==> src/rtl/seq_div_32_pkg.sv <==
// Shared width, FSM encoding and operand helpers for the sequential 32-bit divider.
package seq_div_32_pkg;

  localparam int DATA_WIDTH = 32;
  localparam int CNT_W      = 5;

  typedef enum logic [1:0] {
    IDLE = 2'd0,
    RUN  = 2'd1,
    FIN  = 2'd2
  } state_t;

  // Magnitude of x when treated as two's complement; 0x80000000 stays 0x80000000 as unsigned.
  function automatic logic [DATA_WIDTH-1:0] mag(input logic [DATA_WIDTH-1:0] x, input logic sgn);
    return (sgn && x[DATA_WIDTH-1]) ? -x : x;
  endfunction

endpackage

==> src/rtl/seq_div_32_div_step.sv <==
// One restoring division step: 33-bit trial subtract (inverted divisor, carry-in 1) plus restore mux.
module seq_div_32_div_step
  import seq_div_32_pkg::*;
(
  input  logic [DATA_WIDTH-1:0] rem,
  input  logic                  bit_in,
  input  logic [DATA_WIDTH-1:0] divisor,
  output logic [DATA_WIDTH-1:0] rem_next,
  output logic                  q_bit
);

  logic [DATA_WIDTH:0] shifted;
  logic [DATA_WIDTH:0] trial;

  always_comb begin
    shifted  = {rem, bit_in};
    trial    = shifted + ~{1'b0, divisor} + {{DATA_WIDTH{1'b0}}, 1'b1};
    q_bit    = ~trial[DATA_WIDTH];
    // trial[32] set means the subtract borrowed: keep the shifted partial remainder
    rem_next = trial[DATA_WIDTH] ? shifted[DATA_WIDTH-1:0] : trial[DATA_WIDTH-1:0];
  end

endmodule

==> src/rtl/seq_div_32.sv <==
// Multi-cycle signed/unsigned 32-bit restoring divider, one quotient bit per clock.
// state | meaning
// IDLE  | waiting for start; outputs hold last result
// RUN   | 32 shift-subtract iterations (one cycle only when divisor is zero)
// FIN   | done pulse, result registers valid
module seq_div_32
  import seq_div_32_pkg::*;
(
  input  logic                  clk,
  input  logic                  rst_n,
  input  logic                  start,
  input  logic                  is_signed,
  input  logic [DATA_WIDTH-1:0] a,
  input  logic [DATA_WIDTH-1:0] b,
  output logic [DATA_WIDTH-1:0] q,
  output logic [DATA_WIDTH-1:0] r,
  output logic                  busy,
  output logic                  done,
  output logic                  div_zero
);

  state_t                  state, state_nxt;
  logic [DATA_WIDTH-1:0]   quo, rem, dvs;
  logic [DATA_WIDTH-1:0]   quo_step, rem_step;
  logic [CNT_W-1:0]        cnt;
  logic                    sign_q, sign_r, dz;
  logic                    q_bit;
  logic                    accept, last_iter;

  assign accept    = (state == IDLE) && start;
  assign last_iter = (cnt == {CNT_W{1'b1}});
  assign quo_step  = {quo[DATA_WIDTH-2:0], q_bit};

  seq_div_32_div_step u_step (
    .rem      (rem),
    .bit_in   (quo[DATA_WIDTH-1]),
    .divisor  (dvs),
    .rem_next (rem_step),
    .q_bit    (q_bit)
  );

  always_ff @(posedge clk or negedge rst_n) begin
    if (!rst_n) state <= IDLE;
    else        state <= state_nxt;
  end

  always_comb begin
    state_nxt = state;
    case (state)
      IDLE:    if (start) state_nxt = RUN;
      RUN:     if (dz || last_iter) state_nxt = FIN;
      FIN:     state_nxt = IDLE;
      default: state_nxt = IDLE;
    endcase
  end

  always_ff @(posedge clk or negedge rst_n) begin
    if (!rst_n) begin
      q        <= '0;
      r        <= '0;
      busy     <= 1'b0;
      done     <= 1'b0;
      div_zero <= 1'b0;
      quo      <= '0;
      rem      <= '0;
      dvs      <= '0;
      cnt      <= '0;
      sign_q   <= 1'b0;
      sign_r   <= 1'b0;
      dz       <= 1'b0;
    end else begin
      busy <= (state_nxt != IDLE);
      done <= (state_nxt == FIN);
      if (accept) begin
        dvs      <= mag(b, is_signed);
        // On divide-by-zero quo carries the raw dividend through to R
        quo      <= (b == '0) ? a : mag(a, is_signed);
        rem      <= '0;
        cnt      <= '0;
        sign_q   <= is_signed & (a[DATA_WIDTH-1] ^ b[DATA_WIDTH-1]);
        sign_r   <= is_signed & a[DATA_WIDTH-1];
        dz       <= (b == '0);
        div_zero <= 1'b0;
      end else if (state == RUN) begin
        if (dz) begin
          q        <= '1;
          r        <= quo;
          div_zero <= 1'b1;
        end else begin
          rem <= rem_step;
          quo <= quo_step;
          cnt <= cnt + {{(CNT_W-1){1'b0}}, 1'b1};
          if (last_iter) begin
            q <= sign_q ? -quo_step : quo_step;
            r <= sign_r ? -rem_step : rem_step;
          end
        end
      end
    end
  end

endmodule

==> config.mk <==
export PLATFORM = sky130hd
export DESIGN_NAME = seq_div_32
export DESIGN_NICKNAME = d
export VERILOG_FILES = /design/src/rtl/seq_div_32_pkg.sv /design/src/rtl/seq_div_32_div_step.sv /design/src/rtl/seq_div_32.sv
export SDC_FILE = /design/constraint.sdc
export NUM_CORES = 1
export LEC_CHECK = 0
export CAP_MARGIN = 10
export CELL_PAD_IN_SITES_DETAIL_PLACEMENT = 0
export CELL_PAD_IN_SITES_GLOBAL_PLACEMENT = 1
export CORE_MARGIN = 10
export CORE_UTILIZATION = 40
export DETAILED_ROUTE_END_ITERATION = 10
export GPL_TIMING_DRIVEN = 0
export PLACE_DENSITY_LB_ADDON = 0.1
export SLEW_MARGIN = 30
export SYNTH_ARGS = -nofsm -noshare
export SYNTH_HDL_FRONTEND = slang
export SYNTH_SLANG_ARGS = --single-unit
==> constraint.sdc <==
create_clock -name clk -period 14.6 [get_ports clk]
set_input_delay 4.38 -clock clk [delete_from_list [all_inputs] [get_ports clk]]
set_output_delay 4.38 -clock clk [all_outputs]
set_load 0.1 [all_outputs]
Word-level counts from Yosys, hierarchy flattened
Index checks and enable logic that the tools add are counted.
- add/sub/neg operators: 7
- equal/unequal tests: 4
- mux-type cells: 25
- bitwise gates (word level): 6
- reductions and logical operators: 13
- operator list (operator ; count):
    2-to-1 mux 32 bit ; 16
    negation 32 bit ; 4
    adder 33 x 1 -> 33 bit, second input constant ; 1
    adder 33 bit ; 1
    NOT 32 -> 33 bit ; 1
    logical NOT 32 bit ; 1
    2-to-1 mux 5 bit ; 3
    nonzero test 2 bit ; 4
    adder 5 x 1 -> 5 bit, second input constant ; 1
    == test 5 bit, second input constant ; 1
    2-to-1 mux 2 bit ; 2
    one-hot mux 2 bit (2 select lines) ; 1
    AND reduction 2 bit ; 2
    logical AND 1 bit ; 3
    2-to-1 mux 1 bit ; 3
    AND reduction 3 bit ; 1
    bitwise AND 1 bit ; 2
    == test 2 x 1 -> 1 bit, second input constant ; 1
    == test 2 bit, second input constant ; 1
    logical NOT 2 bit ; 1
    inequality test 2 x 1 -> 1 bit, second input constant ; 1
    NOT 1 bit ; 2
    logical OR 1 bit ; 1
    bitwise XOR 1 bit ; 1
- register bits: 173
- input bits: 68
- output and inout port bits: 67

Logic depth before layout (Yosys ltp)
Gate-level depths: netlist of the first run.
- word-level depth: 8
- depth in mapped cells: 23
- depth with buffers taken out: 21

Modules after synthesis
A second synthesis of the first run with hierarchy kept.
- cell total of the unflattened synthesis: 1464
- area total of the unflattened synthesis: 12436.9 µm²
- modules (own cells, without submodules) (module ; times used ; cells each ; area an instance (µm²)):
    seq_div_32 ; 1 ; 1155 ; 10119.7
    seq_div_32_div_step ; 1 ; 309 ; 2317.2

Worst setup path before layout of the first run
No wires, ideal clock.
- kind: input to register
- start: input port b[0]
- end: register quo[24]
- arrival time: 7.018 ns
- data required time: 14.467 ns
- path slack: 7.449 ns
- stages on the path: 14
- path buffers: 1
- cells stage by stage: inv_1 ha_1 or4b_2 or3_1 nor2_1 nand2_1 nor2_1 nand3_1 nand3_1 clkbuf_1 a21oi_1 xor2_1 mux2i_1 o21ai_0
- word-level cells in the longest chain between the ends: 3
- ends and longest elaborated chain (element ; line ; RTL):
    start: declaration ; seq_div_32.sv:14 ; input logic [DATA_WIDTH-1:0] b,
    logical NOT 32 bit ; seq_div_32.sv:77 ; quo <= (b == '0) ? a : mag(a, is_signed);
    2-to-1 mux 32 bit ; seq_div_32.sv:77 ;
    2-to-1 mux 32 bit ; seq_div_32.sv:74 ; if (accept) begin
    end signal: assignment ; seq_div_32.sv:77 ;
    end signal: assignment ; seq_div_32.sv:91 ; quo <= quo_step;
    end: declaration ; seq_div_32.sv:23 ; logic [DATA_WIDTH-1:0] quo, rem, dvs;
No other way between the ends.
A chain may end at the register's enable or synchronous reset.

Final worst setup path of the first run
Same ends and word-level chain as after synthesis.

==> metrics, run 1 <==
fin crit period=around 8.0 ns; Pre-Repair DR Iteration Count=5; mapped cell area=between 0.01 and 0.015 mm^2; Cell Rows=64; wire length per cell=21.0 um; RSZ-0062 raised after global routing=false; met1 WL=approximately 21 mm; htree depth=4; metal2 WL=~20 mm; Main synth FF type=dfrtp_1; fin. max-slew vios=0; antenna-violating nets left=0; setup bufs post-CTS=0; compound-cell area share of the yosys netlist=between 20% and 30%; critical path arrival=8.41 ns; Critical Path RT=14.97 ns; # hold bufs at CTS=0; Max Root-Sink Buffers=2; Distinct cells, synth=72; Synth top area share=between 30% and 40%; WL met3=about 2.7 mm; # IOs=between 100 and 150; combinational family with the most area after synthesis=compound AO/OA/AOI/OAI gates; Max transition margin=between 30 and 40%; drt first-iter violations=1000; Resized cells post-CTS=0; final period utilization=between 50% and 60%; nets@finish=~1800; RePlAce Congestion=0.892; crit end category=flip-flop; Port Buffers=~130; Synth area leaders=dfrtp_1, o21ai_0, xor2_1; max_cap viols=0; layout cells sized above 1=4.39%; Post-synth EDFFs=0; Clock Latency Late Sink=around 0.45 ns; global-route usage over all layers=22.5%; initial antenna violation count=0; Worst-Margin Slew=roughly 1.0 ns; vias in the first global route=approximately 12000; Synth Area in Adders=4.03%; Clock transition at path regs=about 0.08 ns; Worst Clk Skew=0.0155 ns; Core Area=just over 0.03 mm^2; first-pass GRT wire length=67.9 mm; Synth area leader=dfrtp_1; post-route setup TNS=0 ns; Ant. Diodes=0; mux cell area share after synthesis=3.37%; Post-synth ARST share=100%; CTS Buf Count=17; final setup fails=0; GR Overflow Total=0; TritonCTS clock tree=done; residual DRC count=0; critical path peak fanout=10; CTS root buf=clkbuf_16; Hold Crit Class=flip-flop to flip-flop; Area Overhead vs Synth=20.1%; Mapped Nets=~1600; hpwl dp=about 35 mm; crit path kind=primary input to flip-flop; largest net degree at the start of global routing=81; flops & latches, synth=173; Synth Instances=~1500; area of the die=around 0.038 mm^2; Max Used Layer=met4; final hold violations=0; Post-Syn Area per Cell=7.98 um^2; drt via density=5.68; starting density of the core=approximately two fifths; die width=about 200 um; DR vias=~12000; Post-Synth Simple-Gate Area=18.9%; f_max=roughly 120 MHz; XOR/XNOR Fraction of Synth Area=9.97%; Seq/Total Area, Yosys=between 30% and 40%; fillers=3091; status=complete, no violations; Worst setup SP type=primary input; synth warn=0; final WL=roughly 44 mm; die extent in y=between 150 and 200 um; clk sinks=around 170
[critical path, cell delays in order]
cell and delay (ns):
clkdlybuf4s50_1 0.45, inv_1 0.10, ha_1 0.20, or4b_2 0.65
or3_1 0.42, nor2_1 0.23, nand2_1 0.14, nor2_1 0.32
nand3_1 0.18, nand3_1 0.31, clkbuf_1 0.39, a21oi_1 0.09
xor2_1 0.26, mux2i_1 0.11, o21ai_0 0.17
[per-stage QoR]
stage / area [um^2] / setup slack, ns / util (%) / std cells / hold WS, ns
after global routing: 14800 / 6.30 / 48.6 / 2105 / 0.510
after detailed placement: 14200 / 6.08 / 46.6 / 2073 / 0.470
after CTS: 14800 / 6.55 / 48.6 / 2105 / 0.486
after floorplan: 12300 / 7.45 / - / 1541 / 0.450
after global placement: 14100 / 1.39 / 46.5 / 2071 / 0.461
final: 14800 / 6.56 / 48.6 / 2105 / 0.480
[flip-flops by register name, indices dropped and copies added, names as in the netlist, 2 cells and up]
signal	count
cnt	5
dvs	32
q	32
rem	32
state	2
r	32
quo	32
[metal layers]
metal | up-vias | GRT usage (%)
met2 | 371 | 35.2
met4 | 0 | 4.55
met3 | 36 | 4.01
met5 | - | 0
li1 | 5777 | -
met1 | 5763 | 31.7
[cells in the mapped netlist, types with 36 or more instances]
cell type,number
a21oi_1,155
clkbuf_1,72
dfrtp_1,173
ha_1,38
inv_1,58
mux2i_1,38
nand2_1,198
nor2_1,133
nor3_1,36
o21ai_0,173
xnor2_1,51
xor2_1,89
[kinds of logic after synthesis]
kind of cell               after synthesis
buffers and inverters                  151
and+or+nand+nor                        507
muxes                                   41
AOI/OAI and AO/OA                      490
DFF                                    173
xor gates and xnor gates               140
adders and majority gates               39
[worst paths after layout]
path / start / endpoint / slack [ns] / cells past startpoint
min in group asynchronous: rst_n / rem[6] / 3.81 / 1
max in group asynchronous: rst_n / quo[2] / 10.08 / 2
worst min-delay path: dvs[18] / dvs[18] / 0.48 / 2
worst min register to register: dvs[18] / dvs[18] / 0.48 / 2
worst max-delay path: b[0] / quo[24] / 6.56 / 15
worst max register to register: rem[16] / r[28] / 7.85 / 22
[layout by cell type, fill, tap and decap left out, types with 7 or more instances in the layout]
cell | Yosys | final
xnor2_1 | 51 | 51
nand2_1 | 198 | 198
o211ai_1 | 8 | 8
nor4_1 | 13 | 13
nor3_1 | 36 | 36
a21oi_1 | 155 | 155
nor2_1 | 133 | 133
a22o_1 | 7 | 7
nand3_1 | 23 | 23
nand4_1 | 9 | 9
nand2b_1 | 8 | 8
dfrtp_1 | 173 | 173
o21ai_1 | 12 | 12
o22ai_1 | 9 | 9
clkbuf_1 | 72 | 72
or3_1 | 25 | 25
buf_2 | 14 | 16
or4_1 | 8 | 8
clkbuf_16 | 0 | 17
clkdlybuf4s50_1 | 0 | 131
o31ai_1 | 25 | 25
mux2i_1 | 38 | 38
o21a_1 | 13 | 13
ha_1 | 38 | 38
xor2_1 | 89 | 89
and2_1 | 14 | 14
inv_1 | 58 | 58
a31oi_1 | 17 | 17
a21o_1 | 9 | 9
a211oi_1 | 12 | 12
and3_1 | 9 | 9
o21ai_0 | 173 | 173
[cell type report]
class                           count  area (um^2)  share of cell area (%)
Tap cell                          396          495                    3.35
Clock buffer                       17          425                    2.88
Multi-Input combinational cell   1217         7380                    50.0
Timing Repair Buffer              136         1390                    9.42
Sequential cell                   173         4330                    29.3
Buffer                             91          363                    2.46
Clock inverter                     15          165                    1.12
Inverter                           60          225                    1.52
Power of run 1 is left out: the tool's default activity adds up to more than one toggle a clock period on the data nets, which glitch-free logic cannot reach.
==> inputs of run 2 (changes only) <==
clock period = 7.4 ns   (was 14.6 ns; I/O delays follow)
==> results of run 2 <==
Same layout as run 1 (identical final DEF). Status: complete, no violations.
Among the figures that moved: setup slack after placement 6.08 ns -> 0.800 ns; setup slack after layout 6.56 ns -> 0.646 ns; start point of the critical path b[0] -> rem[16]; end point of the critical path quo[24] -> r[28]; register-to-register setup slack 7.85 ns -> 0.65 ns
Power of run 2 is left out for the same reason.
==> inputs of run 3 (changes only) <==
GPL_TIMING_DRIVEN = not set   (was 0)
SKIP_CTS_REPAIR_TIMING = 1   (was not set)
SLEW_MARGIN = 20   (was 30)
==> run 3 against run 2 <==
Register-to-register slack improved by 1.1 ns. First-iteration DRC count fell by 14%. Global-route usage fell by 0.54 points.
==> metrics, run 3 (synthesis gave the netlist of run 1 again) <==
starting density of the core=about two fifths; area of the die=about 0.038 mm^2; drt first-iter violations=between 800 and 900; vias in the first global route=approximately 11000; Area Overhead vs Synth=17.4%; antenna-violating nets left=0; reg2reg setup slack=1.75 ns; RePlAce Congestion=~0.88; Max transition margin=between 20% and 30%; critical path peak fanout=20; hold endpoint=r[2]; final core occ=approximately 47%; final hold violations=0; CTS Buf Count=17; first-pass GRT wire length=66.8 mm; final period utilization=about 76%; fin crit period=approximately 5.6 ns; DR vias=11487; GR Overflow Total=0; Ant. Diodes=0; Core Area=around 0.030 mm^2; Worst-Margin Slew=approximately 1.1 ns; residual DRC count=0; FF-to-FF path depth=20; clk sinks=between 150 and 200; Port Buffers=between 100 and 150; die width=around 200 um; worst hold stages=2; final worst slack=between 1.5 and 2 ns; critical path arrival=5.97 ns; htree depth=4; TritonCTS clock tree=done; crit path kind=flip-flop to flip-flop; Worst setup SP type=flip-flop; Worst Clk Skew=0.0175 ns; drt via density=about 5.7; Cell Rows=between 60 and 70; Hold Crit Class=flip-flop to flip-flop; die extent in y=a little under 200 um; final WL=42.5 mm; Crit. Startpoint=rem[16]; Max Root-Sink Buffers=2; DP Worst Slack=approximately 1.4 ns; initial antenna violation count=0; # IOs=roughly 140; largest net degree at the start of global routing=93; reg2reg end=r[28]; f_max=approximately 180 MHz; Clock transition at path regs=0.07 ns; post-route setup TNS=0 ns; Pre-Repair DR Iteration Count=5; max_cap viols=0; nets@finish=between 1500 and 2000; RSZ-0062 raised after global routing=false; status=complete, no violations; final setup fails=0; fin. max-slew vios=0; crit end category=flip-flop; layout cells sized above 1=under 10%; most frequent cells in the layout=nand2_1, o21ai_0, dfrtp_1, a21oi_1, clkdlybuf4s50_1; hpwl dp=approximately 32 mm; Clock Latency Late Sink=approximately 0.46 ns; global-route usage over all layers=21.9%; launch point of the worst reg-to-reg path=rem[16]; wire length per cell=21.0 um; commonest non-fill, non-tap cell in the layout=nand2_1; CTS root buf=clkbuf_16; HP Start=r[2]; Critical Path RT=a little under 8 ns
-- run 3: layer usage --
layer / track usage, % / routed length (um) / vias up
li1: - / - / 5613
met1: 31.6 / 20800 / 5545
met2: 33.4 / 18900 / 296
met3: 3.82 / 2250 / 33
met4: 5.06 / 559 / 0
met5: 0 / 0 / -
-- run 3: how the worst max path moves through the flow --
stage	to	slack, ns	depth (start not counted)
after floorplan	r[28]	2.20	22
after global placement	quo[13]	1.46	14
after detailed placement	quo[16]	1.37	14
after CTS	r[28]	1.78	20
after global routing	r[28]	1.23	20
final	r[28]	1.75	20
-- run 3: cell type report --
| cell class | instances | area, um^2 |
|---|---|---|
| Timing Repair Buffer | 149 | 1460 |
| Multi-Input combinational cell | 1217 | 7390 |
| Clock inverter | 11 | 86.3 |
| Clock buffer | 20 | 457 |
| Inverter | 60 | 226 |
| Fill cell | 3089 | 16000 |
| Sequential cell | 173 | 4330 |
| Tap cell | 396 | 495 |
-- run 3: critical path, stage by stage (launching register included) --
cell and delay, ns:
dfrtp_1 0.41, ha_1 0.52, nand2_1 0.18, or4_1 0.55, a211o_1 0.34, a211oi_4 0.33, o21a_2 0.31, nor2_4 0.07
inv_2 0.08, buf_4 0.25, nor2_1 0.07, a21oi_1 0.22, ha_1 0.23, inv_1 0.07, nor4_1 0.26, nand3_1 0.12
o2bb2ai_1 0.27, or4b_1 0.66, o31ai_1 0.28, xor2_1 0.18, o22ai_1 0.09
-- run 3: per-stage QoR --
step / instances / hold WS [ns] / instance area [um^2]
after global placement: 1995 / 0.462 / 13900
after detailed placement: 1995 / 0.472 / 13900
after global routing: 2026 / 0.502 / 14400
after floorplan: 1541 / 0.450 / 12300
after CTS: 2026 / 0.487 / 14400
final: 2026 / 0.479 / 14400
Power of run 3 is left out for the same reason.
